$ cat src/rtl/wall_spawner_if.sv
// Control and slot-readout bundle for wall_spawner.
// The master side (game logic) drives spawn control and clears;
// the slave side (the spawner) returns the slot contents and status.
interface wall_spawner_if #(
    parameter int NUM_WALLS = 4,
    parameter int COORD_W   = 11
);
    logic                         spawn_en;
    logic [NUM_WALLS-1:0]         clear;
    logic                         seed_load;
    logic [15:0]                  seed_data;
    logic [NUM_WALLS*COORD_W-1:0] wall_x;
    logic [NUM_WALLS*COORD_W-1:0] wall_y;
    logic [NUM_WALLS-1:0]         wall_valid;
    logic                         spawned;
    logic                         busy;

    modport master (
        output spawn_en, clear, seed_load, seed_data,
        input  wall_x, wall_y, wall_valid, spawned, busy
    );

    modport slave (
        input  spawn_en, clear, seed_load, seed_data,
        output wall_x, wall_y, wall_valid, spawned, busy
    );
endinterface

$ cat src/rtl/wall_spawner.sv
// Obstacle generator: keeps NUM_WALLS wall slots filled with random on-screen
// positions. A free-running 16-bit Fibonacci LFSR supplies candidates; any
// candidate that would push the wall past the screen edge is rejected and the
// next LFSR value is tried on the following cycle.
module wall_spawner #(
    parameter int          NUM_WALLS = 4,
    parameter int          COORD_W   = 11,
    parameter int          X_MAX     = 640,
    parameter int          Y_MAX     = 480,
    parameter int          WALL_W    = 8,
    parameter logic [15:0] SEED      = 16'hACE1
) (
    input logic           pixel_clk,
    input logic           rst_n,
    wall_spawner_if.slave bus
);
    localparam int                 IDX_W     = (NUM_WALLS > 1) ? $clog2(NUM_WALLS) : 1;
    localparam logic [15:0]        SEED_INIT = (SEED == 16'h0000) ? 16'h0001 : SEED;
    localparam logic [COORD_W-1:0] X_LIM     = COORD_W'(X_MAX - WALL_W);
    localparam logic [COORD_W-1:0] Y_LIM     = COORD_W'(Y_MAX - WALL_W);

    typedef enum logic [1:0] {
        IDLE,
        DRAW_X,
        DRAW_Y,
        COMMIT
    } state_t;

    state_t               state_q, state_d;
    logic [15:0]          lfsr_q;
    logic [COORD_W-1:0]   cand;
    logic [IDX_W-1:0]     tgt_q, tgt_d, empty_idx;
    logic                 empty_found;
    logic [COORD_W-1:0]   x_lat_q, x_lat_d;
    logic [COORD_W-1:0]   y_lat_q, y_lat_d;
    logic                 commit;
    logic [COORD_W-1:0]   slot_x [NUM_WALLS];
    logic [COORD_W-1:0]   slot_y [NUM_WALLS];
    logic [NUM_WALLS-1:0] valid_q;
    logic                 spawned_q;

    // Candidate is taken from the pre-shift LFSR value.
    assign cand = lfsr_q[COORD_W-1:0];

    // LFSR x^16+x^14+x^13+x^11+1; a seed load overrides the shift and zero maps to 1.
    always_ff @(posedge pixel_clk or negedge rst_n) begin
        if (!rst_n) begin
            lfsr_q <= SEED_INIT;
        end else if (bus.seed_load) begin
            lfsr_q <= (bus.seed_data == 16'h0000) ? 16'h0001 : bus.seed_data;
        end else begin
            lfsr_q <= {lfsr_q[14:0], lfsr_q[15] ^ lfsr_q[13] ^ lfsr_q[12] ^ lfsr_q[10]};
        end
    end

    // Priority encoder: lowest-numbered empty slot.
    always_comb begin
        // NOTE: every variable written here gets a default first, so no path leaves one unassigned and infers a latch.
        empty_found = 1'b0;
        empty_idx   = '0;
        for (int i = NUM_WALLS - 1; i >= 0; i--) begin
            if (!valid_q[i]) begin
                empty_found = 1'b1;
                empty_idx   = IDX_W'(i);
            end
        end
    end

    // FSM state and draw latches.
    always_ff @(posedge pixel_clk or negedge rst_n) begin
        if (!rst_n) begin
            state_q <= IDLE;
            tgt_q   <= '0;
            x_lat_q <= '0;
            y_lat_q <= '0;
        end else begin
            // NOTE: non-blocking assignments here so every register samples the pre-edge values of the others.
            state_q <= state_d;
            tgt_q   <= tgt_d;
            x_lat_q <= x_lat_d;
            y_lat_q <= y_lat_d;
        end
    end

    // Next-state logic: pick a slot, draw x then y with rejection, then commit.
    always_comb begin
        state_d = state_q;
        tgt_d   = tgt_q;
        x_lat_d = x_lat_q;
        y_lat_d = y_lat_q;
        commit  = 1'b0;
        unique case (state_q)
            IDLE: begin
                if (bus.spawn_en && empty_found) begin
                    tgt_d   = empty_idx;
                    state_d = DRAW_X;
                end
            end
            DRAW_X: begin
                if (cand <= X_LIM) begin
                    x_lat_d = cand;
                    state_d = DRAW_Y;
                end
            end
            DRAW_Y: begin
                if (cand <= Y_LIM) begin
                    y_lat_d = cand;
                    state_d = COMMIT;
                end
            end
            COMMIT: begin
                commit  = 1'b1;
                state_d = IDLE;
            end
            default: state_d = IDLE;
        endcase
    end

    // Slot storage: a commit to a slot wins over a clear of the same slot.
    always_ff @(posedge pixel_clk or negedge rst_n) begin
        if (!rst_n) begin
            // NOTE: slot storage is reset explicitly because the renderer reads it as soon as reset lifts.
            slot_x    <= '{default: '0};
            slot_y    <= '{default: '0};
            valid_q   <= '0;
            spawned_q <= 1'b0;
        end else begin
            spawned_q <= commit;
            for (int i = 0; i < NUM_WALLS; i++) begin
                if (commit && (tgt_q == IDX_W'(i))) begin
                    slot_x[i]  <= x_lat_q;
                    slot_y[i]  <= y_lat_q;
                    valid_q[i] <= 1'b1;
                end else if (bus.clear[i]) begin
                    slot_x[i]  <= '0;
                    slot_y[i]  <= '0;
                    valid_q[i] <= 1'b0;
                end
            end
        end
    end

    // Pack slot registers onto the flat coordinate buses.
    always_comb begin
        bus.wall_x = '0;
        bus.wall_y = '0;
        for (int i = 0; i < NUM_WALLS; i++) begin
            bus.wall_x[i*COORD_W +: COORD_W] = slot_x[i];
            bus.wall_y[i*COORD_W +: COORD_W] = slot_y[i];
        end
    end

    assign bus.wall_valid = valid_q;
    assign bus.spawned    = spawned_q;
    assign bus.busy       = (state_q != IDLE);
endmodule
$ cat src/flat_wrapper.sv
// flat-port wrapper written by rule: the top's interface ports become plain ports
module wall_spawner_flat 
#(
    parameter int          NUM_WALLS = 4,
    parameter int          COORD_W   = 11,
    parameter int          X_MAX     = 640,
    parameter int          Y_MAX     = 480,
    parameter int          WALL_W    = 8,
    parameter logic [15:0] SEED      = 16'hACE1
)
  (pixel_clk, rst_n, bus_spawn_en, bus_clear, bus_seed_load, bus_seed_data, bus_wall_x, bus_wall_y, bus_wall_valid, bus_spawned, bus_busy);
  wall_spawner_if #(.NUM_WALLS(NUM_WALLS), .COORD_W(COORD_W)) bus_i ();
  input logic pixel_clk;
  input logic rst_n;
  input wire logic [$bits(bus_i.spawn_en)-1:0] bus_spawn_en;
  input wire logic [$bits(bus_i.clear)-1:0] bus_clear;
  input wire logic [$bits(bus_i.seed_load)-1:0] bus_seed_load;
  input wire logic [$bits(bus_i.seed_data)-1:0] bus_seed_data;
  output wire logic [$bits(bus_i.wall_x)-1:0] bus_wall_x;
  output wire logic [$bits(bus_i.wall_y)-1:0] bus_wall_y;
  output wire logic [$bits(bus_i.wall_valid)-1:0] bus_wall_valid;
  output wire logic [$bits(bus_i.spawned)-1:0] bus_spawned;
  output wire logic [$bits(bus_i.busy)-1:0] bus_busy;
  assign bus_i.spawn_en = bus_spawn_en;
  assign bus_i.clear = bus_clear;
  assign bus_i.seed_load = bus_seed_load;
  assign bus_i.seed_data = bus_seed_data;
  assign bus_wall_x = bus_i.wall_x;
  assign bus_wall_y = bus_i.wall_y;
  assign bus_wall_valid = bus_i.wall_valid;
  assign bus_spawned = bus_i.spawned;
  assign bus_busy = bus_i.busy;
  wall_spawner #(.NUM_WALLS(NUM_WALLS), .COORD_W(COORD_W), .X_MAX(X_MAX), .Y_MAX(Y_MAX), .WALL_W(WALL_W), .SEED(SEED)) u_core (.pixel_clk(pixel_clk), .rst_n(rst_n), .bus(bus_i));
endmodule
$ cat config.mk
export PLATFORM = sky130hd
export DESIGN_NAME = wall_spawner_flat
export DESIGN_NICKNAME = d
export VERILOG_FILES = /design/src/rtl/wall_spawner_if.sv /design/src/rtl/wall_spawner.sv /design/src/flat_wrapper.sv
export SDC_FILE = /design/constraint.sdc
export NUM_CORES = 1
export LEC_CHECK = 0
export CAP_MARGIN = 20
export CORE_ASPECT_RATIO = 0.9
export CORE_UTILIZATION = 45
export CTS_CLUSTER_SIZE = 14
export DETAILED_ROUTE_END_ITERATION = 12
export GPL_TIMING_DRIVEN = 0
export PLACE_DENSITY = 0.72
export SETUP_SLACK_MARGIN = 0.1
export SYNTH_ARGS = -nofsm -noshare
export SYNTH_HDL_FRONTEND = slang
export SYNTH_SLANG_ARGS = --single-unit
$ cat constraint.sdc
create_clock -name pixel_clk -period 1.8 [get_ports pixel_clk]
set_input_delay 0.18 -clock pixel_clk [delete_from_list [all_inputs] [get_ports pixel_clk]]
set_output_delay 0.18 -clock pixel_clk [all_outputs]
set_load 0.03 [all_outputs]
* After elaboration in Yosys (flattened, before gate mapping) *
Cells that the tools add are included.

word-level totals
  register bits = 135
  bits in latches = 0
  memory bits (writable) = 0
  ROM bits = 0
  input bits = 24
  output and inout bits = 94
  word-level logic and storage cells = 84
  memories = 0

operators by class
  $add $sub $neg = 0
  multipliers = 0
  divide/modulo/power cells = 0
  $lt $le $gt $ge = 2
  equality and inequality tests = 9
  shifts and indexed selects = 0
  muxes and demuxes = 35
  bitwise operators = 3
  reduce and logical (&&, ||, !) cells = 17

operators with widths
  cell                                                                                 number
  11-bit 2-to-1 mux                                                                    12
  16-bit 2-to-1 mux                                                                    2
  16-bit zero test                                                                     1
  2-bit 2-to-1 mux                                                                     7
  1-bit 2-to-1 mux                                                                     13
  11-bit by 10-bit less-or-equal comparator with 1-bit output (second input constant)  1
  11-bit by 9-bit less-or-equal comparator with 1-bit output (second input constant)   1
  2-bit nonzero test                                                                   5
  2-bit equality test (second input constant)                                          4
  2-bit case mux with 4 select lines                                                   1
  2-bit by 1-bit inequality test with 1-bit output (second input constant)             3
  2-bit AND reduction                                                                  3
  1-bit logical AND                                                                    5
  2-bit by 1-bit equality test with 1-bit output (second input constant)               2
  2-bit zero test                                                                      2
  3-bit AND reduction                                                                  1
  1-bit XOR                                                                            3

* Logic depth before layout (Yosys ltp) *
Gate-level depths: netlist (run 1).

  word-level depth = 7
  mapped depth = 7

* Worst setup path after synthesis (run 1) *
Ideal clock, no wire load.

  path type = register to register
  start = reg u_core.lfsr_q[1]
  end = reg u_core.state_q[1]
  setup time = 127 ps
  arrival time = 1547 ps
  required time = 1673 ps
  slack = 125 ps
  stages on the path, launching flop included = 5
  path buffers = 0
  period minus slack after synthesis = 1675 ps
  cell sequence = dfrtp_1 o311ai_4 a21oi_1 a222oi_1 mux2_1

on the way
  cells in the longest elaborated chain, start to end = 3

ends and longest elaborated chain
  element                                                                                                                                    RTL line                                  RTL
  from (decl)                                                                                                                                wall_spawner.sv:30                        logic [15:0] lfsr_q;
  from (signal assigned)                                                                                                                     wall_spawner.sv:50                        lfsr_q <= (bus.seed_data == 16'h0000) ? 16'h0001 : bus.seed_data;
  from (signal assigned)                                                                                                                     wall_spawner.sv:52                        lfsr_q <= {lfsr_q[14:0], lfsr_q[15] ^ lfsr_q[13] ^ lfsr_q[12] ^ lfsr_q[10]};
  11-bit by 9-bit less-or-equal comparator with 1-bit output or 11-bit by 10-bit less-or-equal comparator with 1-bit output (tied branches)  wall_spawner.sv:106, wall_spawner.sv:100
  2-bit by 1-bit inequality test with 1-bit output (no line)                                                                                 n/a
  3-bit AND reduction (no line) *                                                                                                            n/a
  to (signal assigned)                                                                                                                       wall_spawner.sv:78                        state_q <= state_d;
  to (decl)                                                                                                                                  wall_spawner.sv:29                        state_t state_q, state_d;

Mark *: on every way between the ends. The rest lies on a longest branch, timed or not.
A chain may end at the register's enable or synchronous reset.

* Worst setup path after layout (run 1) *
  start = reg u_core.lfsr_q[2]
  end = reg u_core.state_q[1]

The elaborated chain is that of the path after synthesis.

==> flow_summary.yaml, run 1 <==
setup_path:
  cp_slowest_cell: "a222oi_1"
  cp.required_ps: 2090
  reg2reg_slack_ps: -10
  critPathKind: "flop to flop"
  rr_startpoint: "u_core.lfsr_q[2]"
  cp-start-kind: "flop"
  critical_path_arrival_ps: 2100
  crit_path_end_kind: "flop"
  worst_path_dominant_cell_family: "compound AO/OA/AOI/OAI gates"
  worstSetupStartpoint: "u_core.lfsr_q[2]"
  cpPeakStageDelay_ps: 430
  ff2ff_path_depth: 4
  cp_num_buf_inv: 0
  r2r_end: "u_core.state_q[1]"
  worstPathCellList: "o311ai_4 > o211ai_1 > a222oi_1 > mux2_1"
  cp_max_fo: 3
power_and_ir_drop:
  pwr_density_cell_nw_per_um2: 1609
  leakage_nw: 3.657
  ir_drop_mv: 0.6575
  power.total_mw: 12.51
logic_synthesis:
  synth.distinct_cells: 39
  ys_async_sr_fraction: 1.000
  netlist_instances: 525
  yosys_register_bits: 135
  synth_common_cells: "nand2_1, dfrtp_1, nand3b_1"
  synth_top_area_cell: "dfrtp_1"
  ys_warn_count: 0
  synthFlopType: "dfrtp_1"
  yosysTopAreaCellShare: 0.5662
  synth_edf_count: 0
  syn-cell-area_um2: 5613
  ys_top_cells_by_area: "dfrtp_1, nand2_1, nand3b_1"
  yosysSeqAreaShare: 0.6037
  synth.net_count: 554
  synth.avg_cell_area_um2: 10.69
  yosysMostFrequentCell: "nand2_1"
route:
  ant_nets: 0
  wl_mm: 14.14
  drc: 0
  wl_per_cell_um: 16.81
  viasPerCell: 5.183
  vias: 4359
  drt_iter0_markers: 338
  first_pass_iters: 5
grt:
  grt_use_total: 0.2330
  grt_overflow: 0
  grt_use_met3: 0.05854
  grt_pass1_vias: 4386
  grt.busiest_layer: "met2"
  use_met1: 0.3076
  antenna_found_initial: 0
  met2_usage: 0.3786
  grt_pass1_wl_mm: 22.83
  grt_max_degree: 96
clocking:
  clock_path_buffers: 2
  numCtsBuffers: 17
  cts_max_level: 4
  clock_latency_ps: 420
  cts.clk_slew.worst_paths_ps: 60
  tritoncts: "built"
  root_buffer: "clkbuf_16"
  cts_sinks: 135
sta:
  grt_setup_unrepaired: "true"
  slew_headroom: 0.6676
  slew_violations: 0
  layout_min_cycle_time_ps: 1810
  finalSetupViolations: 1
  fin_worst_skew_ps: 6.202
  hold_viol: 0
  setup-tns-final_ps: -9.720
  post-route-period-util: 1.005
  holdWs_ps: 244.1
  timing.fmax_ghz: 0.5526
  tightest_slew_ps: 498.7
  timing.final.ws_setup_ps: -9.720
floorplan:
  placeableCoreArea_um2: 12120
  ios: 118
  dieArea_um2: 12920
  die_y_um: 108.0
  rows: 38
  start_util: 0.4630
  die_w_um: 119.7
finish:
  stdcell_count: 841
  nNetsFinal: 697
  area_delta_synth_final_pct: 38.52
  utilization: 0.6413
  final_area_um2: 7775
  final_layout_size_suffix_gt1_frac: 0.1498
  antenna_cells_inserted: 0
run:
  drv_cap: 0
run_status:
  status: "complete, but fails checks"
  violations: "negative setup slack"
place:
  placed_cells: 802
  gp_congestion: 0.8356
  hpwlAfterDp_mm: 10.00
  io_buffers: 116
  place_ws_ps: -95.59
  placed_cell_area_um2: 7003
min_path:
  hold_path.class: "input pin to async pin"
-- worst register-to-register path, cell delays in order (launching register included) --
cell and delay (ps):
dfrtp_2 420, o311ai_4 320, o211ai_1 150, a222oi_1 430, mux2_1 370
-- area by class of cell --
class                           count  area [um^2]
Fill cell                         964         4349
Sequential cell                   135         3390
Multi-Input combinational cell    351         2113
Timing Repair Buffer              124         1237
Clock buffer                       23        467.9
Tap cell                          160        200.2
Clock inverter                      9        195.2
Buffer                             30        137.6
Inverter                            9        33.78
-- sequential cells by signal, indices dropped and copies added (netlist names), 2 cells and up --
signal                 flops
u_core.bus.wall_valid      4
u_core.tgt_q               2
u_core.state_q             2
u_core.bus.wall_y         44
u_core.x_lat_q            11
u_core.y_lat_q            11
u_core.lfsr_q             16
u_core.bus.wall_x         44
-- cell usage in the layout (no fill, tap or decap), types with 3 or more instances in the layout --
| master | count |
|---|---|
| and2_1 | 3 |
| buf_4 | 6 |
| bufinv_16 | 6 |
| clkbuf_1 | 20 |
| clkbuf_16 | 17 |
| clkbuf_2 | 11 |
| clkdlybuf4s50_1 | 110 |
| clkinv_2 | 3 |
| dfrtp_1 | 126 |
| dfstp_2 | 8 |
| dlygate4sd2_1 | 4 |
| ha_1 | 3 |
| inv_1 | 7 |
| mux2_2 | 25 |
| mux2_4 | 8 |
| nand2_1 | 181 |
| nand3b_1 | 67 |
| nor4_1 | 3 |
| o21ai_0 | 27 |
-- logic make-up (layout without fill, tap and decap cells) --
logic type                 after synthesis  after routing  synth area share
AOI/OAI and AO/OA                       43             43           0.04815
adders and majority gates                5              5           0.01115
DFF                                    135            135            0.6037
xor gates and xnor gates                 3              3          0.004682
and+or+nand+nor                        265            265            0.2294
buffers and inverters                   39            195           0.02764
muxes                                   35             35           0.07535
-- power by group --
| group | switching, mW | total [mW] | leakage (nW) | internal [mW] |
|---|---|---|---|---|
| registers | 0.909 | 4.75 | 1.77 | 3.84 |
| logic | 2.15 | 3.86 | 1.56 | 1.71 |
| clock network | 1.24 | 3.90 | 0.325 | 2.66 |
-- what timing repair did --
| action | in CTS | in global routing |
|---|---|---|
| hold buffers | 1 | 0 |
| endpoints found under the setup margin | 66 | 87 |
| pin swaps | 3 | 1 |
| setup buffers | 3 | 3 |
| endpoints found under the hold margin | 40 | 0 |
| gates cloned | 0 | 1 |
| gates resized for setup | 18 | 20 |
-- per-layer routing --
layer	part of all wire	vias to the layer above	wire, um
met1	0.45	2168	6297
li1	-	2036	-
met4	0.011	0	158
met3	0.048	15	683
met5	0	-	0
met2	0.49	140	6997
-- worst max-delay path by stage --
stage	to	slack (ps)	cells past startpoint
after floorplan	u_core.state_q[1]	130	4
after global placement	u_core.bus.wall_x[37]	-4530	1
after detailed placement	u_core.bus.wall_x[2]	-100	4
after CTS	u_core.state_q[1]	10	4
after global routing	u_core.state_q[1]	-100	4
final	u_core.state_q[1]	-10	4
No activity file was read; power rests on OpenSTA's default activity.
==> inputs of run 2 (changes only) <==
CORE_MARGIN = 5   (was default)
SLEW_MARGIN = 0   (was default)
==> flow_summary.yaml, run 2 (synthesis gave the netlist of run 1 again) <==
finish:
  final_common_cell: "nand2_1"
  final.fill_count: 986
  antenna_cells_inserted: 0
  area_delta_synth_final_pct: 37.25
  layout_common_cells: "nand2_1, dfrtp_1, clkdlybuf4s50_1"
  nNetsFinal: 695
  stdcell_count: 837
  final_layout_size_suffix_gt1_frac: 0.1433
  utilization: 0.6354
setup_path:
  critPathKind: "flop to flop"
  crit_path_end_kind: "flop"
  critical_path_arrival_ps: 2160
  cp-start-kind: "flop"
  reg2reg_slack_ps: -70
  cp.required_ps: 2080
  cp_max_fo: 3
sta:
  tightest_slew_ps: 564.0
  slew_headroom: 0.6240
  layout_min_cycle_time_ps: 1871
  slew_violations: 0
  holdWs_ps: 320.3
  hold_viol: 0
  timing.fmax_ghz: 0.5346
  fin_worst_skew_ps: 8.151
  grt_setup_unrepaired: "true"
  timing.final.ws_setup_ps: -70.58
  post-route-period-util: 1.039
  finalSetupViolations: 1
floorplan:
  start_util: 0.4630
  rows: 38
  placeableCoreArea_um2: 12120
  die_y_um: 116.0
  die_w_um: 127.7
  dieArea_um2: 14810
  ios: 118
place:
  io_buffers: 116
  hpwlAfterDp_mm: 10.42
  gp_congestion: 0.7882
  placed_cells: 802
  place_ws_ps: -83.08
route:
  drc: 0
  ant_nets: 0
  first_pass_iters: 4
  wl_per_cell_um: 17.39
  drt_iter0_markers: 379
  wl_mm: 14.56
  vias: 4398
  viasPerCell: 5.254
power_and_ir_drop:
  power.total_mw: 12.13
  switchingPower_mw: 4.306
  pwr-share-comb: 0.316
  switching_share: 0.3550
  pwr_density_cell_nw_per_um2: 1575
  leakage_nw: 3.665
  seqPwrFrac: 0.391
  pwr-share-clk: 0.293
  ir_drop_mv: 0.6604
  p_int_mw: 7.824
run_status:
  violations: "negative setup slack"
  status: "complete, but fails checks"
clocking:
  tritoncts: "built"
  numCtsBuffers: 17
  root_buffer: "clkbuf_16"
  cts.clk_slew.worst_paths_ps: 50
  clock_path_buffers: 2
  cts_max_level: 4
  cts_sinks: 135
  clock_latency_ps: 410
min_path:
  hold_path.class: "input pin to flop"
grt:
  grt_use_total: 0.2042
  grt_overflow: 0
  grt_pass1_vias: 4594
  grt_max_degree: 75
  antenna_found_initial: 0
  grt_pass1_wl_mm: 23.87
run:
  drv_cap: 0
[run 2: cell count changes in the layout (fill, tap and decap cells not counted), moves of 2 or more]
cell	previous run	this run
dlymetal6s2s_1	0	3
bufinv_16	6	3
clkdlybuf4s50_1	110	108
clkbuf_2	11	7
clkbuf_8	2	4
clkbuf_1	20	18
[run 2: power by group through the flow]
stage	Clock [mW]	Sequential (mW)	Combinational (mW)
after floorplan	0	5.38	1.31
after global placement	0	4.74	3.65
after detailed placement	0	4.76	3.74
after CTS	3.60	4.72	3.85
after global routing	3.72	4.85	4.11
final	3.56	4.74	3.83
[run 2: path summary, 6_finish.rpt]
check                                   from                    to  depth (start not counted)
max                         u_core.lfsr_q[1]     u_core.state_q[1]                          4
min                            bus_seed_load      u_core.lfsr_q[8]                          2
max reg2reg                 u_core.lfsr_q[1]     u_core.state_q[1]                          4
min reg2reg                u_core.lfsr_q[14]     u_core.lfsr_q[15]                          1
max in group asynchronous              rst_n     u_core.lfsr_q[13]                          3
min in group asynchronous              rst_n  u_core.bus.wall_y[9]                          2
[run 2: repair_timing]
action	4_1_cts	5_1_grt
pin swaps	3	2
endpoints found under the hold margin	55	0
setup endpoints to repair	66	93
hold buffers	1	0
gates resized for setup	16	23
setup buffers	4	2
[run 2: layout make-up]
class                           count  area [um^2]  share of cell area
Tap cell                          160        200.2             0.02599
Clock buffer                       22        484.2             0.06286
Sequential cell                   135         3390              0.4400
Clock inverter                      8        121.4             0.01575
Inverter                            9        33.78            0.004385
Multi-Input combinational cell    351         2105              0.2732
Timing Repair Buffer              123         1236              0.1605
Buffer                             29        133.9             0.01738
[run 2: critical path, cell delays in order (launching register included)]
cell and delay, ps:
dfrtp_1 400, o311ai_4 340, o211ai_1 180, a222oi_1 460, mux2_1 370
[run 2: per-stage QoR]
| stage | setup TNS, ps | cell area (um^2) |
|---|---|---|
| 5_1_grt | -130.4 | 7704 |
| 4_1_cts | 0 | 7680 |
| 2_1_floorplan | 0 | 5613 |
| 6_report | -70.58 | 7704 |
| 3_3_place_gp | -596950 | 6974 |
| 3_5_place_dp | -2012 | 7003 |
[run 2: routing by layer]
layer  vias up  track usage  wire [um]
met4         0      0.06294        199
met1      2204       0.2565       6108
met2       144       0.3510       7341
met5         -            0          0
li1       2033            -          -
met3        17      0.05069        906
==> inputs of run 3 (changes only) <==
CORE_MARGIN = default   (was 5)
PLACE_DENSITY = 0.75   (was 0.72)
clock period = 1.6 ns   (was 1.8 ns; I/O delays follow)
==> flow_summary.yaml, run 3 (synthesis gave the netlist of run 1 again) <==
finish:
  nNetsFinal: 705
  antenna_cells_inserted: 0
  final_layout_size_suffix_gt1_frac: 0.1843
  final_common_cell: "nand2_1"
  layout_common_cells: "nand2_1, dfrtp_1, dlygate4sd2_1"
  area_delta_synth_final_pct: 39.03
floorplan:
  start_util: 0.4630
  die_y_um: 108.0
  placeableCoreArea_um2: 12120
  die_w_um: 119.7
  dieArea_um2: 12920
  ios: 118
  rows: 38
sta:
  holdWs_ps: 299.7
  slew_violations: 0
  timing.fmax_ghz: 0.5361
  timing.final.ws_setup_ps: -265.3
  layout_min_cycle_time_ps: 1865
  hold_viol: 0
  tightest_slew_ps: 601.5
  finalSetupViolations: 34
  setup-tns-final_ps: -2351
  fin_worst_skew_ps: 9.206
  slew_headroom: 0.5990
  post-route-period-util: 1.166
  grt_setup_unrepaired: "true"
grt:
  grt_use_total: 0.2349
  grt_pass1_wl_mm: 22.97
  grt_max_degree: 74
  grt_overflow: 0
  grt_pass1_vias: 4440
  antenna_found_initial: 0
setup_path:
  ff2ff_path_depth: 4
  rr_startpoint: "u_core.lfsr_q[2]"
  crit_path_end_kind: "flop"
  reg2reg_slack_ps: -270
  cp-start-kind: "flop"
  critPathKind: "flop to flop"
  cp_max_fo: 3
  critical_path_arrival_ps: 2160
  r2r_end: "u_core.state_q[1]"
  cp.required_ps: 1900
power_and_ir_drop:
  ir_drop_mv: 1.123
  leakage_nw: 4.140
  pwr_density_cell_nw_per_um2: 1785
route:
  drt_iter0_markers: 306
  viasPerCell: 5.286
  vias: 4488
  drc: 0
  ant_nets: 0
  first_pass_iters: 5
  wl_per_cell_um: 17.26
  wl_mm: 14.65
clocking:
  tritoncts: "built"
  clock_latency_ps: 420
  cts_max_level: 4
  cts.clk_slew.worst_paths_ps: 60
  cts_sinks: 135
  clock_path_buffers: 2
  root_buffer: "clkbuf_16"
  numCtsBuffers: 17
place:
  place_ws_ps: -234.1
  gp_congestion: 0.8180
  hpwlAfterDp_mm: 10.04
  io_buffers: 116
run:
  drv_cap: 0
run_status:
  violations: "negative setup slack"
  status: "complete, but fails checks"
min_path:
  hold_path.class: "input pin to async pin"
-- run 3: cell types whose count changed in the layout (fill, tap and decap cells not counted), sizes merged --
| cell | before | now |
|---|---|---|
| bufinv | 3 | 5 |
| dlygate4sd2 | 3 | 93 |
| clkbuf | 47 | 43 |
| buf | 12 | 24 |
| dlymetal6s2s | 3 | 0 |
| clkinv | 4 | 3 |
| clkinvlp | 1 | 2 |
| inv | 9 | 10 |
| clkdlybuf4s50 | 108 | 21 |
| clkdlybuf4s18 | 0 | 1 |
-- run 3: per-layer routing --
layer  routed length (um)  GRT usage  vias to the layer above
li1                     -          -                     2062
met1                 6270     0.3015                     2246
met2                 7394     0.3910                      162
met3                  806    0.06118                       18
met4                  179    0.07500                        0
met5                    0          0                        -
-- run 3: worst max path at each step --
stage,endpoint,startpoint,depth (start not counted)
after floorplan,u_core.state_q[1],u_core.lfsr_q[2],4
after global placement,u_core.bus.wall_x[26],rst_n,1
after detailed placement,u_core.bus.wall_y[4],u_core.state_q[0],5
after CTS,u_core.state_q[1],u_core.lfsr_q[1],4
after global routing,u_core.state_q[1],u_core.lfsr_q[2],4
final,u_core.state_q[1],u_core.lfsr_q[2],4
-- run 3: layout make-up --
cell class | instances | area (um^2)
multi-input cells | 351 | 2126
clock buffers | 21 | 480.5
fillers | 1000 | 4320
clock inverters | 11 | 192.7
plain buffers | 29 | 171.4
repair buffers | 133 | 1207
flip-flops and latches | 135 | 3392
well taps | 160 | 200.2
inverters | 9 | 33.78
-- run 3: repair_timing --
item / 4_1_cts / 5_1_grt
endpoints found under the hold margin: 54 / 0
endpoints found under the setup margin: 202 / 105
pin swaps: 3 / 6
hold buffers: 1 / 0
resized for setup: 122 / 38
buffers inserted: 6 / 9
cloned: 0 / 1
-- run 3: worst max-delay path, cell delays in order (launching register included) --
cell and delay, ps:
dfrtp_2 430, o311ai_4 320, o211ai_1 160, a222oi_1 470, mux2_1 370
-- run 3: stage by stage --
step	util	power, mW	std cells	instance area [um^2]
4_1_cts	0.6326	13.71	841	7670
5_1_grt	0.6437	14.49	849	7804
3_3_place_gp	0.5756	9.404	801	6979
2_1_floorplan	-	7.530	525	5618
6_report	0.6437	13.93	849	7804
3_5_place_dp	0.5780	9.550	802	7008
-- run 3: report_power, final --
| group | total (mW) | switching (mW) | internal, mW |
|---|---|---|---|
| Combinational | 4.19 | 2.49 | 1.70 |
| Sequential | 5.34 | 1.02 | 4.32 |
| Clock | 4.40 | 1.46 | 2.93 |
| Total | 13.9 | 4.97 | 8.96 |
